`config.mk`:
```
export PLATFORM = sky130hd
export DESIGN_NAME = fsm_seq_driver
export DESIGN_NICKNAME = d
export VERILOG_FILES = /design/src/rtl/fsm_seq_driver.sv
export SDC_FILE = /design/constraint.sdc
export NUM_CORES = 1
export LEC_CHECK = 0
export ABC_AREA = 0
export CAP_MARGIN = 15
export CORE_MARGIN = 8
export CORE_UTILIZATION = 50
export CTS_BUF_LIST = sky130_fd_sc_hd__clkbuf_16
export DETAILED_ROUTE_END_ITERATION = 8
export PLACE_DENSITY = 0.77
export SKIP_CTS_REPAIR_TIMING = 1
export SLEW_MARGIN = 5
export SYNTH_ARGS = -nofsm -noshare
export SYNTH_HDL_FRONTEND = slang
export SYNTH_SLANG_ARGS = --single-unit
```
`constraint.sdc`:
```
create_clock -name clk -period 2.3 [get_ports clk]
set_clock_uncertainty 0.05 [all_clocks]
set_input_delay 0.345 -clock clk [delete_from_list [all_inputs] [get_ports clk]]
set_output_delay 0.345 -clock clk [all_outputs]
set_load 0.005 [all_outputs]
```
`src/rtl/fsm_seq_driver.sv`:
```
// Sequence driver for an interlock FSM: emits first-condition, enable and
// second-condition pulses with programmable gaps, then waits for a status code.
module fsm_seq_driver #(
  parameter int unsigned TIMEOUT = 15
) (
  input  logic       clk,
  input  logic       reset,
  input  logic       start,
  input  logic       order,
  input  logic [3:0] gap,
  input  logic       abort,
  input  logic [1:0] ca_in,
  output logic       c1,
  output logic       c2,
  output logic       i,
  output logic       busy,
  output logic       done,
  output logic       error
);

  typedef enum logic [3:0] {
    S_IDLE,
    S_FIRST,
    S_GAP1,
    S_IND,
    S_GAP2,
    S_SECOND,
    S_WAIT,
    S_DONE,
    S_ERR
  } state_t;

  localparam logic [7:0] LP_TIMEOUT = 8'(TIMEOUT);

  state_t     r_state;
  state_t     w_state_nxt;
  logic [7:0] r_cnt;
  logic [7:0] w_cnt_nxt;
  logic       r_order;
  logic [3:0] r_gap;
  logic       w_latch;
  logic       w_cnt_last;
  logic       w_gap_zero;

  assign w_cnt_last = (r_cnt <= 8'd1);
  assign w_gap_zero = (r_gap == 4'd0);

  // State register
  always_ff @(posedge clk or posedge reset) begin
    if (reset) r_state <= S_IDLE;
    else       r_state <= w_state_nxt;
  end

  // Shared gap/timeout down-counter
  always_ff @(posedge clk or posedge reset) begin
    if (reset) r_cnt <= 8'd0;
    else       r_cnt <= w_cnt_nxt;
  end

  // Capture order and gap when a sequence is accepted
  always_ff @(posedge clk or posedge reset) begin
    if (reset) begin
      r_order <= 1'b0;
      r_gap   <= 4'd0;
    end else if (w_latch) begin
      r_order <= order;
      r_gap   <= gap;
    end
  end

  // Next-state and counter logic; abort outranks everything while running
  always_comb begin
    w_state_nxt = r_state;
    w_cnt_nxt   = (r_cnt != 8'd0) ? r_cnt - 8'd1 : 8'd0;
    w_latch     = 1'b0;
    unique case (r_state)
      S_IDLE, S_ERR: begin
        if (start) begin
          w_state_nxt = S_FIRST;
          w_latch     = 1'b1;
        end
      end
      S_FIRST: begin
        if (abort) begin
          w_state_nxt = S_IDLE;
        end else if (w_gap_zero) begin
          w_state_nxt = S_IND;
        end else begin
          w_state_nxt = S_GAP1;
          w_cnt_nxt   = {4'd0, r_gap};
        end
      end
      S_GAP1: begin
        if (abort)           w_state_nxt = S_IDLE;
        else if (w_cnt_last) w_state_nxt = S_IND;
      end
      S_IND: begin
        if (abort) begin
          w_state_nxt = S_IDLE;
        end else if (w_gap_zero) begin
          w_state_nxt = S_SECOND;
        end else begin
          w_state_nxt = S_GAP2;
          w_cnt_nxt   = {4'd0, r_gap};
        end
      end
      S_GAP2: begin
        if (abort)           w_state_nxt = S_IDLE;
        else if (w_cnt_last) w_state_nxt = S_SECOND;
      end
      S_SECOND: begin
        if (abort) begin
          w_state_nxt = S_IDLE;
        end else begin
          w_state_nxt = S_WAIT;
          w_cnt_nxt   = LP_TIMEOUT;
        end
      end
      S_WAIT: begin
        if (abort)                 w_state_nxt = S_IDLE;
        else if (ca_in == 2'b11)   w_state_nxt = S_DONE;
        else if (w_cnt_last)       w_state_nxt = S_ERR;
      end
      S_DONE: begin
        w_state_nxt = S_IDLE;
      end
      default: begin
        w_state_nxt = S_IDLE;
      end
    endcase
  end

  // Moore outputs decoded from registered state
  always_comb begin
    c1    = 1'b0;
    c2    = 1'b0;
    i     = 1'b0;
    busy  = 1'b1;
    done  = 1'b0;
    error = 1'b0;
    unique case (r_state)
      S_IDLE:   busy = 1'b0;
      S_ERR: begin
        busy  = 1'b0;
        error = 1'b1;
      end
      S_FIRST: begin
        c1 = ~r_order;
        c2 = r_order;
      end
      S_SECOND: begin
        c1 = r_order;
        c2 = ~r_order;
      end
      S_IND:    i    = 1'b1;
      S_DONE:   done = 1'b1;
      default:  busy = 1'b1;
    endcase
  end

endmodule

```
==> impl_summary.md, run 1 <==
Cells and area
The diode insertion count for antenna repair is 0. The ratio of cells with drive above 1 in the final layout is 0.195. From synthesis to final layout, the design area changed by 25.8%. The layout net count is 133. The final standard cell area without fillers is 1250 µm². The non-filler instance count after layout is 145.

The core utilization of the finished layout is 0.652. The most common library cell in the layout ignoring fill and taps is sky130_fd_sc_hd__clkdlybuf4s50_1. The library cells used most frequently in the layout, excluding fill and tap cells, are 16 x sky130_fd_sc_hd__clkdlybuf4s50_1, 15 x sky130_fd_sc_hd__dfrtp_1, 14 x sky130_fd_sc_hd__nand2_1, 7 x sky130_fd_sc_hd__nor3_1.

Placement
Once placement finished, the instance area stood at 1170 µm². In this run, placement finished with an instance count of 141. The final HPWL from detailed placement is 1.60 mm. The final RePlAce weighted congestion is 0.853. In this run the tool buffered the top-level ports with 16 buffer cells.

Timing
After routing, the total negative slack on setup checks comes to 0 ns. The total of endpoints with negative setup slack in the final report is 0. The number of pins with negative max-slew slack in the final report is 0. The portion of the clock cycle consumed by the worst path in the final layout is 0.965. The maximum clock frequency is 451 MHz. The final count of hold timing violations came to 0. At the pin with the least slew margin, the transition time is 0.645 ns. The relative slew slack is 0.570. Setup repair after global routing left no endpoint under its margin. The final critical delay including setup and external delays is 2.22 ns.

Floorplanning
The number of top-level pins is 17. The floorplan step defined a core boundary enclosing 1920 µm². The die height is 60.6 µm. The floorplan step defined a die boundary enclosing 3680 µm². The floorplan has 16 rows.

The initial cell density of the core is 0.518. The chip width is 60.6 µm.

Critical path
The critical path data required time is 1.90 ns. The cell count of the worst reg-to-reg path is 4. The peak fanout along the critical path is 10. The critical path capture point type is an output port. The worst setup path is launched from a flip-flop. At the worst endpoint, the arrival time is 1.82 ns. For this run, the slowest stage of the critical path takes 0.53 ns.

The largest individual stage delay along the critical path comes from the cell sky130_fd_sc_hd__clkdlybuf4s50_1. The source of the worst register-to-register timing path is r_state[1]$_DFFE_PP0P_. In this run the register-to-register setup slack is 0.64 ns. The reg-to-reg critical path endpoint is r_cnt[6]$_DFF_PP0_. Walking the worst path, the cells encountered are or3b_4 -> nor2b_1 -> clkdlybuf4s50_1. The critical path is of the flip-flop to output port type.

Power
Of the total power, the clock network draws 0.212. The share of total power dissipated in sequential elements is 0.359. The design draws 1.65 mW. The net switching power figure is 595 µW. The portion of total power attributed to combinational logic is 0.429. The maximum vdd drop is 0.655 mV.

The internal power of the cells totals 1.05 mW. In this run the power density over the cells is 1320 nW/µm². The switching portion of total power is 0.361. The analysis attributes to cell leakage a power of 0.525 nW.

Logic synthesis
Summing every instance area after synthesis gives 996 µm². Of the synthesized area, sequential elements account for 0.427. The average footprint of a synthesized cell is 9.76 µm². Synthesis instantiated 34 different standard cells from the library. The Yosys warning count is 0. Synthesis handed over a netlist of 102 instances.

sky130_fd_sc_hd__dfrtp_1 takes more of the synthesized area than any other cell. When the netlist entered floorplanning its net count stood at 116. The area share of the largest cell type after synthesis is 0.427. By area the synthesized netlist is led by sky130_fd_sc_hd__dfrtp_1 43%, sky130_fd_sc_hd__mux2_2 5.7%, sky130_fd_sc_hd__nand2_1 5.3%.

Synthesis inferred 17 register bits.

Clocking
Buffers inserted during clock tree synthesis total 3. TritonCTS built the clock tree. The latest clock arrival within the worst-skew pair is 0.25 ns. The number of clock sinks is 17. No sink is reached through more buffers than the 2 on the longest clock path. In this run the number of H-tree levels came out at 1.

The clock transition at the register clock pins on the worst setup and hold paths after CTS is 0.05 ns. The tree is rooted in a sky130_fd_sc_hd__clkbuf_16.

Status
The flow ran to the end, and the final reports show no timing, DRC or antenna violations.

Route
The remaining routing DRC violations is 0. The first-pass detailed-route iteration total is 4. The post-detailed-route count of antenna-violating nets is 0. Dividing the detail-routed wire length by the instance count gives 14.2 µm. The average via count per standard cell is 5.41. The total number of vias is 784.

The count of routing violations after the opening detailed-route iteration is 35. Wires add up to 2.06 mm.

GRT
In the global route stage, overall resource usage came out at 0.127. The via count of the first global-routing pass came to 806. The global-route congestion overflow total is 0. The largest net degree at the start of global routing is 18.

The initial antenna violation count is 0. The first global-routing pass estimated 3.53 mm of wire.

Job
The number of violations of the max-capacitance limit is 0.

Hold path
The class of the tightest hold or removal check is input pin to asynchronous set/reset pin.
cell usage after synthesis:
cell type and instances:
sky130_fd_sc_hd__xnor2_1 3, sky130_fd_sc_hd__a21oi_1 4, sky130_fd_sc_hd__or2_2 1, sky130_fd_sc_hd__o21ai_0 1
sky130_fd_sc_hd__inv_1 5, sky130_fd_sc_hd__o21a_1 1, sky130_fd_sc_hd__nand2b_4 1, sky130_fd_sc_hd__nor2_1 4
sky130_fd_sc_hd__mux2_2 5, sky130_fd_sc_hd__or4_4 1, sky130_fd_sc_hd__buf_2 1, sky130_fd_sc_hd__dfrtp_1 17
sky130_fd_sc_hd__clkbuf_1 3, sky130_fd_sc_hd__nor2_2 3, sky130_fd_sc_hd__a311o_1 1, sky130_fd_sc_hd__ha_1 3
sky130_fd_sc_hd__nand3_1 1, sky130_fd_sc_hd__nor4b_2 1, sky130_fd_sc_hd__a21oi_2 1, sky130_fd_sc_hd__o211a_1 1
sky130_fd_sc_hd__nor2b_1 1, sky130_fd_sc_hd__nand2_1 14, sky130_fd_sc_hd__a32o_2 1, sky130_fd_sc_hd__nor4_1 2
sky130_fd_sc_hd__nor3_1 7, sky130_fd_sc_hd__o211ai_1 4, sky130_fd_sc_hd__buf_6 1, sky130_fd_sc_hd__and2_1 2
sky130_fd_sc_hd__nand3b_1 2, sky130_fd_sc_hd__or3b_4 2, sky130_fd_sc_hd__nor3b_1 2, sky130_fd_sc_hd__xor2_1 3
sky130_fd_sc_hd__a31oi_1 1, sky130_fd_sc_hd__nand4_1 2
power by group through the flow:
stage	Combinational, mW	Sequential, mW	Clock [mW]
after floorplan	0.581	0.520	0
after global placement	0.683	0.579	0
after detailed placement	0.709	0.591	0
after CTS	0.717	0.587	0.354
after global routing	0.787	0.614	0.365
final	0.708	0.591	0.349
worst max path at each step:
stage / startpoint / endpoint / slack (ns) / cells past startpoint
after global routing: r_state[1]$_DFFE_PP0P_ / c2 / 0.03 / 3
after global placement: r_state[0]$_DFFE_PP0P_ / c2 / 0.39 / 3
after detailed placement: r_state[0]$_DFFE_PP0P_ / c2 / 0.27 / 3
final: r_state[1]$_DFFE_PP0P_ / c2 / 0.08 / 3
after CTS: r_state[0]$_DFFE_PP0P_ / c2 / 0.001 / 3
after floorplan: r_state[0]$_DFFE_PP0P_ / r_gap[0]$_DFFE_PP0P_ / 0.71 / 5
cell families (layout without fill, tap and decap cells):
family                     after synthesis  after routing  share of synthesized area
AOI/OAI and AO/OA                       15             15                      0.109
xor gates and xnor gates                 6              6                     0.0528
adders and majority gates                3              3                     0.0377
buffers and inverters                   10             26                     0.0465
DFF                                     17             17                      0.427
muxes                                    5              5                     0.0565
and+or+nand+nor                         46             46                      0.270
worst max-delay path: cells and delay by family (launching register included):
family                 cells  cell delay (ns)
AND/OR/NAND/NOR            2             0.58
flip-flops                 1             0.47
buffers and inverters      1             0.53
stage by stage:
stage | hold slack (ns) | setup slack (ns)
global placement | 0.461 | 0.385
CTS | 0.461 | 0.00125
detailed placement | 0.466 | 0.273
global route | 0.484 | 0.0319
finish | 0.429 | 0.0810
floorplan | 0.221 | 0.715
metal layers:
layer / GRT usage / up-vias / share of wire
li1: - / 388 / -
met1: 0.162 / 373 / 0.48
met2: 0.196 / 19 / 0.46
met3: 0.0381 / 4 / 0.044
met4: 0.0498 / 0 / 0.011
met5: 0 / - / 0
final cells by class:
class,instances,area [µm²]
clock buffer,3,75.1
fill,174,669
inverter,5,18.8
sequential,17,428
clock inverter,1,5.00
timing repair buffer,17,168
tap,27,33.8
multi-input combinational,75,524
state kept, by name, summed over array words and instances, names as in the netlist:
signal   cells
r_order      1
r_gap        4
r_state      4
r_cnt        8
No activity file was read; power rests on OpenSTA's default activity.
==> run 2: changes to the inputs <==
Settings changed: CTS_CLUSTER_DIAMETER set to 200.
==> results of run 2 <==
Final layout, timing and power as in run 1 (identical DEF).
